<file path="src/rtl/gate_test_pkg.sv">
// Shared definitions for the gate vector sequencer: FSM states, vector count
// and the reference truth tables for common 3-input gates.
package gate_test_pkg;

  typedef enum logic [1:0] {
    IDLE   = 2'd0,
    DRIVE  = 2'd1,
    SAMPLE = 2'd2,
    DONE   = 2'd3
  } state_t;

  localparam int unsigned NUM_VECTORS = 8;
  localparam int unsigned IDX_W       = 3;
  localparam int unsigned CNT_W       = 4;
  localparam int unsigned SETTLE_W    = 4;

  localparam logic [IDX_W-1:0] LAST_IDX = IDX_W'(NUM_VECTORS - 1);
  localparam logic [CNT_W-1:0] CNT_MAX  = CNT_W'(NUM_VECTORS);

  // Truth tables: bit i is the expected output for input vector {a,b,c} == i
  localparam logic [NUM_VECTORS-1:0] NAND3 = 8'h7F;
  localparam logic [NUM_VECTORS-1:0] AND3  = 8'h80;
  localparam logic [NUM_VECTORS-1:0] OR3   = 8'hFE;
  localparam logic [NUM_VECTORS-1:0] NOR3  = 8'h01;

  // Saturating increment so the failure count can never wrap
  function automatic logic [CNT_W-1:0] sat_inc(input logic [CNT_W-1:0] v);
    return (v == CNT_MAX) ? v : v + CNT_W'(1);
  endfunction

endpackage

</file>
<file path="src/rtl/settle_timer.sv">
// Down-counter that reports when a loaded settle interval has elapsed.
// expired is high in the final cycle of the interval.
module settle_timer
  import gate_test_pkg::*;
(
  input  logic                clk,
  input  logic                rst_n,
  input  logic                load,
  input  logic [SETTLE_W-1:0] value,
  output logic                expired
);

  logic [SETTLE_W-1:0] count;

  always_ff @(posedge clk or negedge rst_n) begin
    if (!rst_n) begin
      count <= '0;
    end else if (load) begin
      count <= value;
    end else if (count != '0) begin
      count <= count - SETTLE_W'(1);
    end
  end

  assign expired = (count == '0);

endmodule

</file>
<file path="src/rtl/gate_vector_sequencer.sv">
// Walks a 3-input gate through all eight input vectors, samples its output
// after a settle interval and scores the result against a truth table.
module gate_vector_sequencer
  import gate_test_pkg::*;
#(
  parameter int unsigned               SETTLE_CYCLES = 2,
  parameter logic [NUM_VECTORS-1:0]    EXPECT        = NAND3
) (
  input  logic                   clk,
  input  logic                   rst_n,
  input  logic                   start,
  input  logic                   abort,
  input  logic                   y,
  output logic                   a,
  output logic                   b,
  output logic                   c,
  output logic                   busy,
  output logic                   done,
  output logic                   pass,
  output logic [NUM_VECTORS-1:0] observed,
  output logic [CNT_W-1:0]       mismatch_cnt,
  output logic [IDX_W-1:0]       first_fail_idx,
  output logic                   fail_valid
);

  if (SETTLE_CYCLES < 1 || SETTLE_CYCLES > 15) begin : g_bad_settle
    $error("SETTLE_CYCLES must be in 1..15");
  end

  state_t           state;
  state_t           state_next;
  logic [IDX_W-1:0] idx;
  logic             timer_load;
  logic             expired;
  logic             accept;
  logic             cancel;
  logic             capture;
  logic             miss;

  assign accept  = (state == IDLE) && start;
  assign cancel  = (state != IDLE) && abort;
  // An abort in SAMPLE wins over the capture, so the vector is never recorded
  assign capture = (state == SAMPLE) && !abort;
  assign miss    = (y != EXPECT[idx]);

  settle_timer u_settle_timer (
    .clk     (clk),
    .rst_n   (rst_n),
    .load    (timer_load),
    .value   (SETTLE_W'(SETTLE_CYCLES - 1)),
    .expired (expired)
  );

  always_ff @(posedge clk or negedge rst_n) begin
    if (!rst_n) begin
      state <= IDLE;
    end else begin
      state <= state_next;
    end
  end

  always_comb begin
    state_next = state;
    timer_load = 1'b0;
    unique case (state)
      IDLE: begin
        if (start) begin
          state_next = DRIVE;
          timer_load = 1'b1;
        end
      end
      DRIVE: begin
        if (abort) begin
          state_next = IDLE;
        end else if (expired) begin
          state_next = SAMPLE;
        end
      end
      SAMPLE: begin
        if (abort) begin
          state_next = IDLE;
        end else if (idx == LAST_IDX) begin
          state_next = DONE;
        end else begin
          state_next = DRIVE;
          timer_load = 1'b1;
        end
      end
      DONE: begin
        state_next = IDLE;
      end
      default: begin
        state_next = IDLE;
      end
    endcase
  end

  // Vector index: only advances on a committed sample
  always_ff @(posedge clk or negedge rst_n) begin
    if (!rst_n) begin
      idx <= '0;
    end else if (accept || cancel) begin
      idx <= '0;
    end else if (capture && idx != LAST_IDX) begin
      idx <= idx + IDX_W'(1);
    end else if (state == DONE) begin
      idx <= '0;
    end
  end

  always_ff @(posedge clk or negedge rst_n) begin
    if (!rst_n) begin
      observed       <= '0;
      mismatch_cnt   <= '0;
      first_fail_idx <= '0;
      fail_valid     <= 1'b0;
    end else if (accept) begin
      observed       <= '0;
      mismatch_cnt   <= '0;
      first_fail_idx <= '0;
      fail_valid     <= 1'b0;
    end else if (capture) begin
      observed[idx] <= y;
      if (miss) begin
        mismatch_cnt <= sat_inc(mismatch_cnt);
        if (!fail_valid) begin
          first_fail_idx <= idx;
          fail_valid     <= 1'b1;
        end
      end
    end
  end

  // pass is decided on the edge entering DONE, folding in the last sample
  always_ff @(posedge clk or negedge rst_n) begin
    if (!rst_n) begin
      pass <= 1'b0;
    end else if (accept || cancel) begin
      pass <= 1'b0;
    end else if (capture && idx == LAST_IDX) begin
      pass <= (mismatch_cnt == '0) && !miss;
    end
  end

  assign busy      = (state == DRIVE) || (state == SAMPLE);
  assign done      = (state == DONE);
  assign {a, b, c} = busy ? idx : '0;

endmodule

</file>
<file path="config.mk">
export PLATFORM = sky130hd
export DESIGN_NAME = gate_vector_sequencer
export DESIGN_NICKNAME = d
export VERILOG_FILES = /design/src/rtl/gate_test_pkg.sv /design/src/rtl/settle_timer.sv /design/src/rtl/gate_vector_sequencer.sv
export SDC_FILE = /design/constraint.sdc
export NUM_CORES = 1
export LEC_CHECK = 0
export BUFFER_PORTS_ARGS = -buffer_cell sky130_fd_sc_hd__buf_2
export CAP_MARGIN = 40
export CELL_PAD_IN_SITES_DETAIL_PLACEMENT = 0
export CELL_PAD_IN_SITES_GLOBAL_PLACEMENT = 1
export CORE_ASPECT_RATIO = 0.5
export CORE_MARGIN = 5
export CORE_UTILIZATION = 40
export DETAILED_ROUTE_END_ITERATION = 10
export PLACE_DENSITY_LB_ADDON = 0.1
export SYNTH_ARGS = -nofsm -noshare
export SYNTH_HDL_FRONTEND = slang
export SYNTH_HIERARCHICAL = 1
export SYNTH_SLANG_ARGS = --single-unit
</file>
<file path="constraint.sdc">
create_clock -name clk -period 5.4 [get_ports clk]
set_input_delay 0.54 -clock clk [delete_from_list [all_inputs] [get_ports clk]]
set_output_delay 0.54 -clock clk [all_outputs]
set_load 0.1 [all_outputs]
</file>
==> metrics.md <==
| Metric | Value |
|---|---|
| Status | `complete, no violations` |
| Syn. warnings | `6` |
| Unrepaired setup endpoints after global routing | `no` |
| Adder-cell share of the synthesized area | `0.0888` |
| 1st-iter DRT viols | `57` |
| Mapped Area | `1550 sq um` |
| RR Endpoint | `u_settle_timer/count[3]` |
| Final Core Density | `0.466` |
| Fin. Hold Viols | `0` |
| Synth Area in Compound Gates | `0.157` |
| R2r setup slk | `between 2000 and 3000 ps` |
| Wirelength per Cell | `around 14 microns` |
| Die H | `between 50 and 60 microns` |
| Post-Synthesis Cells | `163` |
| Fin nets | `about 200` |
| Slowest stage delay, CP | `740 ps` |
| Arrival time worst endpoint | `2570 ps` |
| Worst Path Buf+Inv | `1` |
| GP Congestion | `around 0.76` |
| Gr usage total | `0.141` |
| Minimum clock period | `2400 ps` |
| Area Growth Syn to Fin | `14.9%` |
| Critical path type | `reg -> reg` |
| # hold bufs at CTS | `0` |
| Dominant cells by area after synthesis | `dfrtp_1 42%, ha_1 8.9%, a21oi_1 7.1%, o31ai_1 4.4%, nand4_1 3.2%` |
| Tot Pwr | `0.776 mW` |
| Max Cap Viol | `0` |
| Largest net degree at the start of global routing | `27` |
| Rows | `16` |
| Sum Neg Setup Slack | `0 ps` |
| Post-route cell area | `1780 sq um` |
| Clock Skews | `2.88 ps` |
| R2r worst-path depth | `6` |
| Post-synthesis mux area share | `0.0412` |
| R2R Path Start | `state[0]` |
| Routed vias/inst | `5.11` |
| Worst path slowest cell | `o21ai_0` |
| Area post-placement | `around 1700 sq um` |
| Vias in the first global route | `about 1200` |
| Clock latency on the worst-skew pair | `270 ps` |
| CP endpoint kind | `flop` |
| Synth Area in XOR/XNOR | `0.0169` |
| CTS tree | `yes` |
| Crit path cell chain | `inv_1 -> ha_1 -> nand2b_1 -> o21ai_0 -> nor3_1 -> a221o_1` |
| Starting Density | `0.405` |
| Vias | `between 1000 and 1500` |
| Max Buffers Root-to-Sink | `2` |
| Cts bufs inserted | `3` |
| Global-route wire length before repair | `5910 microns` |
| Pre-antenna DRT Iters | `4` |
| Library cells used by synthesis | `32` |
| Share of cells above drive strength 1 | `0.203` |
| Simple-Gate Fraction of Synth Area | `0.214` |
| Antenna Diode Count | `0` |
| Asr flop ratio synth | `1.00` |
| Mean Syn Cell Area | `approximately 9.5 sq um` |
| Pre-CTS WS | `2990 ps` |
| Seq/Total Area, Yosys | `0.420` |
| Critical Path Start Type | `flop` |
| CP max FO | `10` |
| H-tree depth | `1` |
| Max Slew Vio Count | `0` |
| Setup-failing EPs final | `0` |
| Post-Route M1 WL | `between 1500 and 2000 microns` |
| Worst Hold Class | `in -> async` |
| Total grt overflow | `0` |
| Static leakage | `0.832 nW` |
| Met2 WL | `1410 microns` |
| Post-CTS Setup Repair Bufs | `0` |
| Placeable Area | `3820 sq um` |
| CP delay by family, top | `compound AO/OA/AOI/OAI gates` |
| Fill count | `403` |
| Die width | `98.0 microns` |
| Area share of the largest cell type after synthesis | `0.420` |
| Post_cts resized | `0` |
| Initial antenna violation count | `0` |
| # IOs | `27` |
| Port bufs | `26` |
| Clock tree root driver cell | `clkbuf_8` |
| Die area | `5300 sq um` |
| Power per cell area | `436 nW/um^2` |
| Combinational family with the most area after synthesis | `simple AND/OR/NAND/NOR gates` |
| Main synth FF type | `dfrtp_1` |
| Clock sinks | `26` |
| Clk slew on worst S/H paths | `90 ps` |
| Period utilization | `0.445` |
| Fmax | `416 MHz` |
| Req. time, crit path | `approximately 5600 ps` |
| Area leader, netlist | `dfrtp_1` |
| EDFF count, synth | `0` |
| Number of synthesized register bits | `26` |
| Peak supply drop | `0.314 mV` |
| DR DRC count | `0` |
| Metal3 WL | `244 microns` |
| Antenna-violating nets left | `0` |
| Final setup margin | `3000 ps` |
| Worst Max-Slew Pin Slew | `828 ps` |
| Hpwl dp | `2460 microns` |
| Top Metal Used | `met4` |
| Total Routed Length | `3380 microns` |
| Relative slew slack | `0.442` |
==> final cells by class <==
| class | count | area, sq um | share of cell area |
|---|---|---|---|
| Clock inverter | 1 | 30.0 | 0.0169 |
| Timing Repair Buffer | 26 | 130 | 0.0730 |
| Clock buffer | 3 | 41.3 | 0.0232 |
| Tap cell | 54 | 67.6 | 0.0379 |
| Sequential cell | 26 | 651 | 0.365 |
| Inverter | 12 | 45.0 | 0.0253 |
| Multi-Input combinational cell | 119 | 817 | 0.459 |
==> worst register-to-register path: cells and delay by family (launching register included) <==
family,cells,cell delay (ps)
buffers and inverters,1,140
and+or+nand+nor,2,380
adders and majority gates,1,280
DFF,1,410
AOI/OAI and AO/OA,2,1080
==> per-stage QoR <==
stage | cells | hold slack, ps
6_report | 241 | 263
5_1_grt | 241 | 316
4_1_cts | 241 | 284
3_5_place_dp | 237 | 531
3_3_place_gp | 237 | 526
2_1_floorplan | 165 | 244
==> per-layer routing <==
layer	vias up	GRT usage
met5	-	0
li1	625	-
met4	0	0.0138
met1	574	0.193
met2	30	0.229
met3	2	0.0453
==> cells in the mapped netlist (4+ instances only) <==
master     n
o31ai_1    9
clkbuf_1   6
and2_1     4
nand2_1    6
ha_1      11
a21oi_1   22
o21ai_0   10
nand4_1    8
or3_1      6
dfrtp_1   26
nor3b_1    5
nor2_1     4
nand2b_1   4
inv_1     12
==> registers in the layout, indices dropped and copies added (netlist names) <==
register and flops:
first_fail_idx 3, idx 3, pass 1, observed 8, u_settle_timer/count 4, fail_valid 1, state 2, mismatch_cnt 4
==> cell usage in the layout, fill, tap and decap left out, types with 2 or more instances in the layout <==
master	count
nand2b_1	4
nand2_1	6
clkbuf_8	3
a21oi_1	22
buf_2	26
mux2_2	3
nand3_1	2
or3_1	6
nand4_1	8
or3b_2	2
o31ai_1	9
dfrtp_1	26
nor3_1	3
conb_1	4
o21ai_0	10
mux2i_1	3
inv_1	12
xnor2_1	2
ha_1	11
nor2_1	4
and2_1	4
nor3b_1	5
nand3b_1	2
==> power breakdown <==
group	internal (mW)	switching (mW)	leakage, nW
Combinational	0.104	0.251	0.444
Sequential	0.226	0.0322	0.352
Clock	0.0992	0.0640	0.0357
==> worst max path at each step <==
stage,start,endpoint,depth (start not counted)
floorplan,state[0],a,3
global placement,abort,u_settle_timer/count[3],5
detailed placement,state[0],u_settle_timer/count[3],6
CTS,state[0],u_settle_timer/count[3],6
global route,state[0],u_settle_timer/count[3],6
finish,state[0],u_settle_timer/count[3],6
==> cells by family (layout without fill, tap and decap cells) <==
family,Yosys count,after routing
muxes,6,6
AOI/OAI and AO/OA,43,43
xor gates and xnor gates,3,3
other,2,4
adders and majority gates,11,11
buffers and inverters,20,42
and+or+nand+nor,52,52
DFF,26,26
Power figures use the tool's default switching activity.
